## src/rtl/dither_scan_ctrl_pkg.sv

```systemverilog
// Shared constants and the Bayer threshold ROM for the dither scan controller slice.
package dither_scan_ctrl_pkg;

    localparam int DITHER_WORD_PX = 4;
    localparam int DITHER_PHASE_W = 3;
    localparam int DITHER_FIFO_W  = DITHER_WORD_PX + 2;

    typedef struct packed {
        logic [DITHER_WORD_PX-1:0] data;
        logic                      eol;
        logic                      eof;
    } dither_out_t;

    // 8x8 ordered-dither index matrix; each row packs column 0 in the top 6 bits.
    function automatic logic [5:0] bayer_cell(input logic [2:0] row, input logic [2:0] col);
        logic [47:0] row_bits;
        case (row)
            3'd0:    row_bits = {6'd0,  6'd32, 6'd8,  6'd40, 6'd2,  6'd34, 6'd10, 6'd42};
            3'd1:    row_bits = {6'd48, 6'd16, 6'd56, 6'd24, 6'd50, 6'd18, 6'd58, 6'd26};
            3'd2:    row_bits = {6'd12, 6'd44, 6'd4,  6'd36, 6'd14, 6'd46, 6'd6,  6'd38};
            3'd3:    row_bits = {6'd60, 6'd28, 6'd52, 6'd20, 6'd62, 6'd30, 6'd54, 6'd22};
            3'd4:    row_bits = {6'd3,  6'd35, 6'd11, 6'd43, 6'd1,  6'd33, 6'd9,  6'd41};
            3'd5:    row_bits = {6'd51, 6'd19, 6'd59, 6'd27, 6'd49, 6'd17, 6'd57, 6'd25};
            3'd6:    row_bits = {6'd15, 6'd47, 6'd7,  6'd39, 6'd13, 6'd45, 6'd5,  6'd37};
            3'd7:    row_bits = {6'd63, 6'd31, 6'd55, 6'd23, 6'd61, 6'd29, 6'd53, 6'd21};
            default: row_bits = 48'd0;
        endcase
        return row_bits[6*(3'd7 - col) +: 6];
    endfunction

endpackage

```

## src/rtl/bayer_dithering.sv

```systemverilog
// One-cycle ordered-dither datapath: four 8-bit pixels in, four 1-bit pixels out.
module bayer_dithering
    import dither_scan_ctrl_pkg::*;
#(
    parameter string COLORMODE = "DES"
) (
    input  logic                      clk,
    input  logic                      rst,
    input  logic [8*DITHER_WORD_PX-1:0] vin,
    input  logic [2:0]                x_pos,
    input  logic [2:0]                y_pos,
    output logic [DITHER_WORD_PX-1:0] vout
);

    // DES panels advance the matrix column per pixel; other modes share one column per word.
    localparam bit PER_PIXEL_COL = (COLORMODE == "DES");

    logic [DITHER_WORD_PX-1:0] dith_s;

    for (genvar i = 0; i < DITHER_WORD_PX; i++) begin : g_px
        logic [2:0] col_s;
        logic [7:0] thr_s;
        assign col_s = PER_PIXEL_COL ? (x_pos + 3'(i)) : x_pos;
        assign thr_s = {bayer_cell(y_pos, col_s), 2'b10};
        assign dith_s[DITHER_WORD_PX-1-i] = (vin[8*(DITHER_WORD_PX-i)-1 -: 8] > thr_s);
    end

    // Output register giving the datapath its fixed one-cycle latency.
    always_ff @(posedge clk) begin
        if (rst) begin
            vout <= '0;
        end else begin
            vout <= dith_s;
        end
    end

endmodule

```

## src/rtl/dither_out_fifo.sv

```systemverilog
// Two-entry register FIFO holding dithered words with their line/frame sideband.
module dither_out_fifo
    import dither_scan_ctrl_pkg::*;
#(
    parameter int W = DITHER_FIFO_W
) (
    input  logic         clk,
    input  logic         rst,
    input  logic         wr_en,
    input  logic [W-1:0] wr_data,
    input  logic         pop,
    output logic [W-1:0] rd_data,
    output logic [1:0]   cnt
);

    logic [W-1:0] mem_r [2];
    logic         wr_ptr_r;
    logic         rd_ptr_r;
    logic [1:0]   cnt_r;

    // Storage, pointers and occupancy; the controller never writes when full.
    always_ff @(posedge clk) begin
        if (rst) begin
            mem_r[0] <= '0;
            mem_r[1] <= '0;
            wr_ptr_r <= 1'b0;
            rd_ptr_r <= 1'b0;
            cnt_r    <= 2'd0;
        end else begin
            if (wr_en) begin
                mem_r[wr_ptr_r] <= wr_data;
                wr_ptr_r        <= ~wr_ptr_r;
            end
            if (pop) begin
                rd_ptr_r <= ~rd_ptr_r;
            end
            case ({wr_en, pop})
                2'b10:   cnt_r <= cnt_r + 2'd1;
                2'b01:   cnt_r <= cnt_r - 2'd1;
                default: cnt_r <= cnt_r;
            endcase
        end
    end

    assign rd_data = mem_r[rd_ptr_r];
    assign cnt     = cnt_r;

endmodule

```

## src/rtl/dither_scan_ctrl.sv

```systemverilog
// Scan sequencer around bayer_dithering: coordinates, frame phase, sideband pipeline and output buffering.
module dither_scan_ctrl
    import dither_scan_ctrl_pkg::*;
#(
    parameter int    H_WORDS   = 400,
    parameter int    V_LINES   = 1200,
    parameter string COLORMODE = "DES"
) (
    input  logic        clk,
    input  logic        rst,
    input  logic        i_vsync,
    input  logic        cfg_temporal,
    input  logic [31:0] i_data,
    input  logic        i_valid,
    output logic        o_ready,
    output logic [3:0]  o_data,
    output logic        o_eol,
    output logic        o_eof,
    output logic        o_valid,
    input  logic        i_ready
);

    // Counters are at least 3 bits wide so the low 3 bits always exist for the datapath.
    localparam int XW = ($clog2(H_WORDS) < 3) ? 3 : $clog2(H_WORDS);
    localparam int YW = ($clog2(V_LINES) < 3) ? 3 : $clog2(V_LINES);
    localparam logic [XW-1:0] X_LAST = XW'(H_WORDS - 1);
    localparam logic [YW-1:0] Y_LAST = YW'(V_LINES - 1);
    localparam logic [XW-1:0] X_ONE  = XW'(1);
    localparam logic [YW-1:0] Y_ONE  = YW'(1);

    logic [XW-1:0]             x_r;
    logic [YW-1:0]             y_r;
    logic [DITHER_PHASE_W-1:0] phase_r;
    logic                      s1_v_r;
    logic                      s1_eol_r;
    logic                      s1_eof_r;

    logic [XW-1:0]             x_eff_s;
    logic [YW-1:0]             y_eff_s;
    logic [DITHER_PHASE_W-1:0] phase_eff_s;
    logic                      x_last_s;
    logic                      y_last_s;
    logic                      accept_s;
    logic                      pop_s;
    logic [2:0]                x_pos_s;
    logic [2:0]                y_pos_s;
    logic [3:0]                vout_s;
    logic [1:0]                fifo_cnt_s;
    logic [2:0]                occ_s;
    dither_out_t               fifo_head_s;
    dither_out_t               fifo_wr_s;

    // A frame-start pulse takes effect in its own cycle, so a coincident word opens the new frame.
    always_comb begin
        if (i_vsync) begin
            x_eff_s     = '0;
            y_eff_s     = '0;
            phase_eff_s = phase_r + 3'd1;
        end else begin
            x_eff_s     = x_r;
            y_eff_s     = y_r;
            phase_eff_s = phase_r;
        end
    end

    assign x_last_s = (x_eff_s == X_LAST);
    assign y_last_s = (y_eff_s == Y_LAST);
    assign x_pos_s  = x_eff_s[2:0];
    assign y_pos_s  = y_eff_s[2:0] + (cfg_temporal ? phase_eff_s : 3'd0);

    assign pop_s    = o_valid & i_ready;
    assign occ_s    = {1'b0, fifo_cnt_s} + {2'b00, s1_v_r} - {2'b00, pop_s};
    assign o_ready  = (occ_s <= 3'd1);
    assign accept_s = i_valid & o_ready;

    // Scan position and temporal phase.
    always_ff @(posedge clk) begin
        if (rst) begin
            x_r     <= '0;
            y_r     <= '0;
            phase_r <= '0;
        end else begin
            phase_r <= phase_eff_s;
            if (accept_s) begin
                if (x_last_s) begin
                    x_r <= '0;
                    y_r <= y_last_s ? '0 : (y_eff_s + Y_ONE);
                end else begin
                    x_r <= x_eff_s + X_ONE;
                    y_r <= y_eff_s;
                end
            end else if (i_vsync) begin
                x_r <= '0;
                y_r <= '0;
            end
        end
    end

    // Sideband stage aligned with the datapath output register.
    always_ff @(posedge clk) begin
        if (rst) begin
            s1_v_r   <= 1'b0;
            s1_eol_r <= 1'b0;
            s1_eof_r <= 1'b0;
        end else begin
            s1_v_r   <= accept_s;
            s1_eol_r <= accept_s & x_last_s;
            s1_eof_r <= accept_s & x_last_s & y_last_s;
        end
    end

    bayer_dithering #(
        .COLORMODE (COLORMODE)
    ) u_dither (
        .clk   (clk),
        .rst   (rst),
        .vin   (i_data),
        .x_pos (x_pos_s),
        .y_pos (y_pos_s),
        .vout  (vout_s)
    );

    assign fifo_wr_s = '{data: vout_s, eol: s1_eol_r, eof: s1_eof_r};

    dither_out_fifo #(
        .W (DITHER_FIFO_W)
    ) u_fifo (
        .clk     (clk),
        .rst     (rst),
        .wr_en   (s1_v_r),
        .wr_data (fifo_wr_s),
        .pop     (pop_s),
        .rd_data (fifo_head_s),
        .cnt     (fifo_cnt_s)
    );

    assign o_valid = (fifo_cnt_s != 2'd0);
    assign o_data  = fifo_head_s.data;
    assign o_eol   = fifo_head_s.eol;
    assign o_eof   = fifo_head_s.eof;

endmodule

```

## config.mk

```make
export PLATFORM = sky130hd
export DESIGN_NAME = dither_scan_ctrl
export DESIGN_NICKNAME = d
export VERILOG_FILES = /design/src/rtl/dither_scan_ctrl_pkg.sv /design/src/rtl/bayer_dithering.sv /design/src/rtl/dither_out_fifo.sv /design/src/rtl/dither_scan_ctrl.sv
export SDC_FILE = /design/constraint.sdc
export NUM_CORES = 1
export LEC_CHECK = 0
export BUFFER_PORTS_ARGS = -buffer_cell sky130_fd_sc_hd__buf_2
export CAP_MARGIN = 40
export CORE_ASPECT_RATIO = 1.5
export CORE_MARGIN = 2
export CORE_UTILIZATION = 25
export DETAILED_ROUTE_END_ITERATION = 16
export REMOVE_ABC_BUFFERS = 1
export SLEW_MARGIN = 0
export SYNTH_ARGS = -nofsm -noshare
export SYNTH_HDL_FRONTEND = slang
export SYNTH_SLANG_ARGS = --single-unit
```

## constraint.sdc

```tcl
create_clock -name clk -period 12.7 [get_ports clk]
set_clock_uncertainty 0.15 [all_clocks]
set_input_delay 1.27 -clock clk [delete_from_list [all_inputs] [get_ports clk]]
set_output_delay 1.27 -clock clk [all_outputs]
set_load 0.02 [all_outputs]
```

==> summary.txt, run 1 <==
Status = complete, no violations
Total clock sinks = 47
Met2 WL = 11120 um
Met3 WL = 1477 um
HP Class = reg -> reg
Final WS setup = 5.609 ns
Core area = 24170 sq um
Die height = 195.5 um
Vias = 6824
Slew margin rel. = 36.65%
Initial core utilization = 25.30%
Total power = 963.4 uW
Share of post-route cells with drive strength above 1 = 10.67%
Netlist Area Pre-Place = 6115 sq um
DRC Markers = 0
Cells after Synth = 850
Syn_area_per_cell = 7.194 sq um
Antenna diodes = 0
Data arrival time of the critical path = 7.09 ns
Kind of end point of the critical path = flop
First-pass GRT wire length = 35040 um
Clk buf depth = 2
Final wirelength = 22130 um
Pre-CTS WS = 5.439 ns
Cts hold-fix bufs = 0
Most common cell after layout, fill and taps aside = nor2_1
Metal-1 WL = 8150 um
First-pass iteration count of the detailed router = 6
CP startpoint kind = primary input
Sequential area share after synthesis = 17.35%
Synth async-reset ratio = 0%
Setup TNS = 0 ns
Unrepaired setup endpoints after global routing = false
Final core occ = 27.78%
CTS root buf = clkbuf_16
WS Path Type = in -> reg
Post-CTS Setup Bufs = 0
Most frequent cells in the layout = nor2_1, nand2_1, a21oi_1
Fin nets = 935
Worst IR Drop VDD = 0.08572 mV
Max layer used = met4
Gr usage total = 16.67%
# rows = 70
CTS tree = yes
Critical Path RT = 12.70 ns
Post-synthesis adder-cell area fraction = 9.822%
Final setup vio count = 0
Number of gates resized after CTS = 0
Final ANT Viol Nets = 0
Vias in the first global route = 6569
Post-synthesis compound-gate area fraction = 29.61%
DR vias/cell = 5.798
WL/cell = 18.80 um
Largest family of logic cells by synthesized area = compound AO/OA/AOI/OAI gates
Io pins = 46
Pins Over Slew Limit = 0
Die area = 25750 sq um
Post-synth EDFFs = 12
Mux cell area share after synthesis = 3.110%
Total gr overflow = 0
Post-synth top flop = dfxtp_1
Largest net degree at the start of global routing = 39
Die X = 131.7 um
Pleak = 2.442 nW
Power Density = 143.4 nW/um^2
Max Freq = 0.1410 GHz
Initial antenna violation count = 0
Final clock period utilization by the worst path = 55.84%
CTS buffer count = 5
Crit path max fanout = 34
H-tree Lvls = 2
Synth-to-Final Area Change = 9.842%
DP Wirelength = 16130 um
Synthesis Warnings = 0
GPL Wtd Cong = 1.005
Clock insertion delay at the later pin of the skew report = 0.29 ns
Yosys cell types = 88
Xor/xnor share of the synthesized area = 6.343%
Simple-gate area share of the yosys netlist = 28.05%
Yosys reg bits = 47
Clock-pin slew on the worst setup and hold paths = 0.06 ns
IO Port Bufs = 45
Max Cap Viol = 0
Hold Vio Cnt, Final = 0
Tightest Pin Transition = 0.9470 ns
DR iter-0 viols = 856
Worst Hold Slack = 0.3719 ns
Min Tclk post-route = 7.091 ns
-- per-stage QoR --
step | instance area, sq um | instances
after floorplan | 5841 | 787
after global placement | 6561 | 1168
after detailed placement | 6569 | 1169
after CTS | 6716 | 1177
after global routing | 6716 | 1177
final | 6716 | 1177
-- worst max-delay path, stage by stage --
cell and delay, ns:
buf_2 0.54, inv_1 0.37, nand2_1 0.13, buf_4 0.27
clkinv_1 0.53, ha_1 0.55, xnor2_1 0.28, fa_1 0.99
clkinv_1 0.44, a31oi_1 0.24, a21oi_1 0.09, a311oi_1 0.40
ha_1 0.32, a21o_1 0.15, a21oi_1 0.13, nor2_1 0.05
a211oi_1 0.22, a211oi_1 0.08
-- sequential cells by signal, summed over array words and instances (netlist names), 2 cells and up, named ones only --
register / count
u_fifo.cnt: 2
y_r: 11
u_fifo.mem_r: 12
phase_r: 3
u_dither.vout: 4
x_r: 9
-- final cells by class --
cell class / instances / area [sq um]
Clock buffer: 5 / 125.1
Timing Repair Buffer: 58 / 322.8
Clock inverter: 3 / 22.52
Sequential cell: 47 / 1061
Inverter: 20 / 75.07
Multi-Input combinational cell: 720 / 4705
Tap cell: 324 / 405.4
Fill cell: 2697 / 17460
-- synth_stat cells, drive strengths merged, types with 4 or more instances --
cell type | count | area (sq um)
and3 | 9 | 56.30
dfxtp | 35 | 700.7
xnor2 | 24 | 217.7
a22oi | 5 | 37.54
clkbuf | 43 | 161.4
a21o | 8 | 60.06
nor4 | 7 | 56.30
a32oi | 4 | 35.03
nor2 | 93 | 349.1
and2 | 18 | 112.6
o32a | 4 | 40.04
a311oi | 10 | 87.58
buf | 20 | 112.6
or3 | 6 | 37.54
nand3 | 33 | 170.2
o31ai | 5 | 37.54
a211oi | 21 | 157.7
inv | 15 | 56.30
a31oi | 11 | 68.82
o221ai | 6 | 52.55
o211ai | 7 | 52.55
nor4b | 6 | 52.55
o21ai | 52 | 264.0
nand2b | 16 | 100.1
a221oi | 6 | 58.80
nor2b | 17 | 108.9
o2111ai | 5 | 43.79
edfxtp | 12 | 360.4
clkinv | 5 | 18.77
nand4 | 14 | 87.58
xor2 | 16 | 147.7
a21oi | 75 | 379.1
mux2 | 11 | 127.6
nor3 | 30 | 155.1
ha | 40 | 500.5
fa | 5 | 100.1
a2bb2oi | 4 | 35.03
mux2i | 5 | 62.56
nand2 | 91 | 341.6
o311a | 5 | 50.05
-- path summary, 6_finish.rpt --
check	startpoint	end	slack [ns]	depth (start not counted)
setup / recovery	i_vsync	u_dither.vout[2]	5.61	18
hold / removal	s1_eol_r	u_fifo.mem_r[0][1]	0.37	1
hold reg to reg	s1_eol_r	u_fifo.mem_r[0][1]	0.37	1
setup reg to reg	x_r[1]	u_dither.vout[2]	6.89	16
-- power breakdown --
| group | internal [mW] | switching [mW] |
|---|---|---|
| clock network | 0.0736 | 0.0579 |
| registers | 0.174 | 0.0217 |
| logic | 0.239 | 0.397 |
| total | 0.487 | 0.477 |
-- cell families after synthesis --
| group | Yosys count |
|---|---|
| AOI/OAI and AO/OA | 268 |
| xor gates and xnor gates | 41 |
| adders and majority gates | 45 |
| buffers and inverters | 83 |
| DFF | 47 |
| muxes | 16 |
| and+or+nand+nor | 350 |
-- metal layers --
layer	vias to the layer above	global-route usage, %
met4	0	10.51
li1	3170	-
met5	-	0
met3	86	2.155
met1	3182	18.46
met2	386	29.98
(Power assumes the default switching activity.)
==> inputs of run 2 (changes only) <==
clock period = 7.04 ns   (was 12.7 ns; I/O delays follow)
==> run 2 against run 1 <==
Net effect:
- largest power group unchanged
- non-clock buffer count grew 8
- worst setup slack lost 3.8 ns
- via count grew 2.3%
- total power grew 83%
- sequential cell count is the same
==> summary.txt, run 2 (synthesized netlist as in run 1, its figures left out) <==
DR vias/cell = 5.890
Max Cap Viol = 0
CTS buffer count = 5
CP Cell Sequence = buf_2, xor2_1, and2_1, ha_1, fa_1, buf_4, nor2_1, inv_1, a31oi_1, or3_1, o21ai_0, a21oi_1, o32a_1, ha_1, nand2_1, nand2b_1, a21o_1, a21oi_1, nor2_1, a211oi_1, a211oi_1
Antenna diodes = 0
Die height = 195.5 um
Io pins = 46
Top Family by Delay on Critical Path = compound AO/OA/AOI/OAI gates
Status = complete, no violations
WP buf/inv = 3
Data arrival time of the critical path = 5.19 ns
Hold Vio Cnt, Final = 0
Die area = 25750 sq um
Unrepaired setup endpoints after global routing = false
Clock insertion delay at the later pin of the skew report = 0.29 ns
Clock-pin slew on the worst setup and hold paths = 0.07 ns
Total clock sinks = 47
Max stage delay on crit path = 0.53 ns
Die X = 131.7 um
Vias = 6980
Final ANT Viol Nets = 0
Final WS setup = 1.848 ns
Min Tclk post-route = 5.192 ns
DRC Markers = 0
CTS root buf = clkbuf_16
Critical Path RT = 7.04 ns
# rows = 70
IO Port Bufs = 45
Gr usage total = 16.91%
HP Class = reg -> reg
Pre-CTS WS = 1.607 ns
WS Path Type = in -> reg
Most frequent cells in the layout = nor2_1, nand2_1, a21oi_1
Flop pwr share = 20.4%
Max Freq = 0.1926 GHz
CP startpoint kind = primary input
Synth-to-Final Area Change = 10.87%
Combinational share of power = 65.6%
Total gr overflow = 0
Post-CTS Setup Bufs = 0
Final wirelength = 22490 um
Internal power = 888.5 uW
Largest Register = u_fifo.mem_r
Slew margin rel. = 38.31%
Final setup vio count = 0
First-pass iteration count of the detailed router = 5
Fin nets = 943
Largest net degree at the start of global routing = 38
CTS tree = yes
Number of gates resized after CTS = 0
Pleak = 2.479 nW
Final clock period utilization by the worst path = 73.75%
Most common cell after layout, fill and taps aside = nor2_1
Power Density = 259.5 nW/um^2
Setup TNS = 0 ns
Cts hold-fix bufs = 0
Max reg flops = 12
Pins Over Slew Limit = 0
First-pass GRT wire length = 35520 um
Kind of end point of the critical path = flop
Clk pwr share = 14.0%
WL/cell = 18.98 um
GPL Wtd Cong = 0.9835
Share of post-route cells with drive strength above 1 = 11.50%
H-tree Lvls = 2
Initial core utilization = 25.30%
Crit path max fanout = 37
Core area = 24170 sq um
Vias in the first global route = 6651
Worst IR Drop VDD = 0.1449 mV
Clk buf depth = 2
DR iter-0 viols = 829
DP Wirelength = 16410 um
Top flop regs = u_fifo.mem_r (12), y_r (11), x_r (9)
Tightest Pin Transition = 0.9220 ns
Slowest cell on crit path = or3_1
Psw = 870.8 uW
Switching share of power = 49.50%
Initial antenna violation count = 0
run 2: metrics by stage:
step           total power, mW  hold WS, ns  cell area (sq um)  cells  util, %
2_1_floorplan            1.169       0.3276               5841    787        -
3_3_place_gp             1.484       0.3469               6629   1177    27.42
3_5_place_dp             1.493       0.3562               6629   1177    27.42
4_1_cts                  1.746       0.3739               6779   1185    28.04
5_1_grt                  1.898       0.3844               6779   1185    28.04
6_report                 1.759       0.3706               6779   1185    28.04
run 2: routing by layer:
metal  track usage [%]  vias up  wire [um]
met5                 0        -          0
met4             11.11        0       1569
met3             1.584      115       1534
met2             30.39      421      11180
met1             18.94     3251       8207
li1                  -     3193          -
run 2: power by group through the flow:
| stage | Combinational [mW] | Sequential [mW] | Clock [mW] |
|---|---|---|---|
| 4_1_cts | 1.13 | 0.358 | 0.253 |
| 6_report | 1.15 | 0.358 | 0.247 |
| 3_3_place_gp | 1.12 | 0.364 | 0 |
| 3_5_place_dp | 1.13 | 0.364 | 0 |
| 5_1_grt | 1.27 | 0.364 | 0.264 |
| 2_1_floorplan | 0.824 | 0.345 | 0 |
run 2: cell type report:
cell class / instances / area [sq um]
Tap cell: 324 / 405.4
Sequential cell: 47 / 1061
Timing Repair Buffer: 66 / 382.9
Inverter: 20 / 75.07
Multi-Input combinational cell: 720 / 4705
Fill cell: 2722 / 17390
Clock inverter: 3 / 25.02
Clock buffer: 5 / 125.1
run 2: worst min-delay path: cells and delay by family, from the launching register on:
family                    cells  cell delay [ns]
xor gates and xnor gates      1             0.09
DFF                           1             0.32
and+or+nand+nor               1             0.08
run 2: path summary, 6_finish.rpt:
kind	startpoint	to	slack (ns)	cells after the start
setup reg to reg	x_r[1]	u_dither.vout[0]	1.93	14
setup / recovery	i_vsync	u_dither.vout[2]	1.85	21
hold / removal	u_fifo.rd_ptr_r	u_fifo.rd_ptr_r	0.37	2
hold reg to reg	u_fifo.rd_ptr_r	u_fifo.rd_ptr_r	0.37	2
==> inputs of run 3 (changes only) <==
clock period = 5.25 ns   (was 7.04 ns; I/O delays follow)
==> run 3 against run 2 <==
Net effect:
- register-to-register slack got worse by 1.2 ns
- sequential cell count did not move
- total power rose by 37%
- cell area rose by 2.3%
- sequential share of layout area fell by 0.34 points
- die area did not move
- routed wire length fell by 0.78%
- non-clock buffer count rose by 14
- global-route usage barely moved
- critical path depth fell by 5
==> summary.txt, run 3 (synthesized netlist as in run 1, its figures left out) <==
WS Path Type = in -> reg
Post-route cell area = 6932 sq um
Max Cap Viol = 0
Initial core utilization = 25.30%
DRC Markers = 0
Top flop regs = u_fifo.mem_r (12), y_r (11), x_r (9)
Power Density = 347.1 nW/um^2
Status = complete, no violations
GPL Wtd Cong = 0.9641
First-pass iteration count of the detailed router = 7
Slew margin rel. = 40.77%
HP Class = reg -> reg
Vias = 6843
Critical Path RT = 5.27 ns
Data arrival time of the critical path = 4.64 ns
Clock insertion delay at the later pin of the skew report = 0.30 ns
Tightest Pin Transition = 0.8854 ns
Total clock sinks = 47
Die area = 25750 sq um
IO Port Bufs = 45
WL/cell = 18.61 um
DP Area = 6771 sq um
Fill cells = 2673
Largest Register = u_fifo.mem_r
Kind of end point of the critical path = flop
Max reg flops = 12
Cts hold-fix bufs = 0
Post-CTS Setup Bufs = 0
Max Freq = 0.2166 GHz
Io pins = 46
CP startpoint kind = primary input
H-tree Lvls = 2
Most common cell after layout, fill and taps aside = nor2_1
Antenna diodes = 0
Final ANT Viol Nets = 0
Number of gates resized after CTS = 0
Core area = 24170 sq um
Min Tclk post-route = 4.617 ns
Total power = 2.406 mW
Crit. Startpoint = i_vsync
Initial antenna violation count = 0
Final setup vio count = 0
Worst IR Drop VDD = 0.2073 mV
DP Wirelength = 16970 um
Pleak = 2.569 nW
Die X = 131.7 um
DR iter-0 viols = 729
Hold Startpoint = s1_eof_r
Final clock period utilization by the worst path = 87.94%
Clk buf depth = 2
Reg2reg start = phase_r[0]
Fin nets = 957
Crit path max fanout = 16
First-pass GRT wire length = 34970 um
# rows = 70
DR vias/cell = 5.707
Vias in the first global route = 6555
CTS tree = yes
Final wirelength = 22310 um
Synth-to-Final Area Change = 13.36%
Largest net degree at the start of global routing = 37
Die height = 195.5 um
Unrepaired setup endpoints after global routing = false
Gr usage total = 16.88%
Most frequent cells in the layout = nor2_1, nand2_1, a21oi_1
Total gr overflow = 0
CTS buffer count = 5
CTS root buf = clkbuf_16
Share of post-route cells with drive strength above 1 = 12.91%
Clock-pin slew on the worst setup and hold paths = 0.08 ns
Pins Over Slew Limit = 0
Hold Vio Cnt, Final = 0
==> run 3: path summary, 6_finish.rpt <==
check	to	slack [ns]	depth (start not counted)
min	u_fifo.mem_r[1][0]	0.37	1
max reg2reg	u_dither.vout[3]	0.77	15
max	u_dither.vout[3]	0.63	16
min reg2reg	u_fifo.mem_r[1][0]	0.37	1
==> run 3: area by class of cell <==
class | count | area [sq um] | area share (%)
Multi-Input combinational cell | 720 | 4705 | 67.87
Sequential cell | 47 | 1061 | 15.31
Timing Repair Buffer | 80 | 525.5 | 7.581
Tap cell | 324 | 405.4 | 5.848
Clock buffer | 7 | 152.6 | 2.202
Inverter | 20 | 75.07 | 1.083
Clock inverter | 1 | 7.507 | 0.1083
==> run 3: worst max-delay path, stage by stage <==
cell and delay [ns]:
buf_2 0.31, xor2_1 0.13, and2_1 0.17, ha_1 0.18, fa_1 0.53, nor3_2 0.61, buf_4 0.25, nor3_1 0.06
buf_4 0.19, o41ai_1 0.43, a311oi_1 0.08, o32a_1 0.32, ha_1 0.29, nand4_1 0.12, nor4b_1 0.32, nor3_1 0.09
==> run 3: report_power, final <==
group	switching [mW]	leakage (nW)	internal [mW]
clock	0.147	0.0761	0.203
sequential	0.0372	0.410	0.422
combinational	0.981	2.08	0.616
total	1.17	2.57	1.24
==> run 3: layer usage <==
layer  vias to the layer above  wire length, um  global-route usage [%]  part of all wire (%)
li1                       3210                -                       -                     -
met1                      3141             8014                   18.05                    36
met2                       376            11040                   29.92                    49
met3                       116             1516                   2.570                   6.8
met4                         0             1743                   12.56                   7.8
met5                         -                0                       0                     0
==> run 3: per-stage QoR <==
stage / TNS [ns] / cells / setup slack [ns] / util, % / hold WS [ns]
2_1_floorplan: -0.4130 / 787 / -0.4106 / - / 0.3276
3_3_place_gp: 0 / 1191 / 0.3717 / 28.01 / 0.3478
3_5_place_dp: 0 / 1191 / 0.3204 / 28.01 / 0.3578
4_1_cts: 0 / 1199 / 0.6687 / 28.67 / 0.3726
5_1_grt: 0 / 1199 / 0.2666 / 28.67 / 0.3926
6_report: 0 / 1199 / 0.6332 / 28.67 / 0.3690
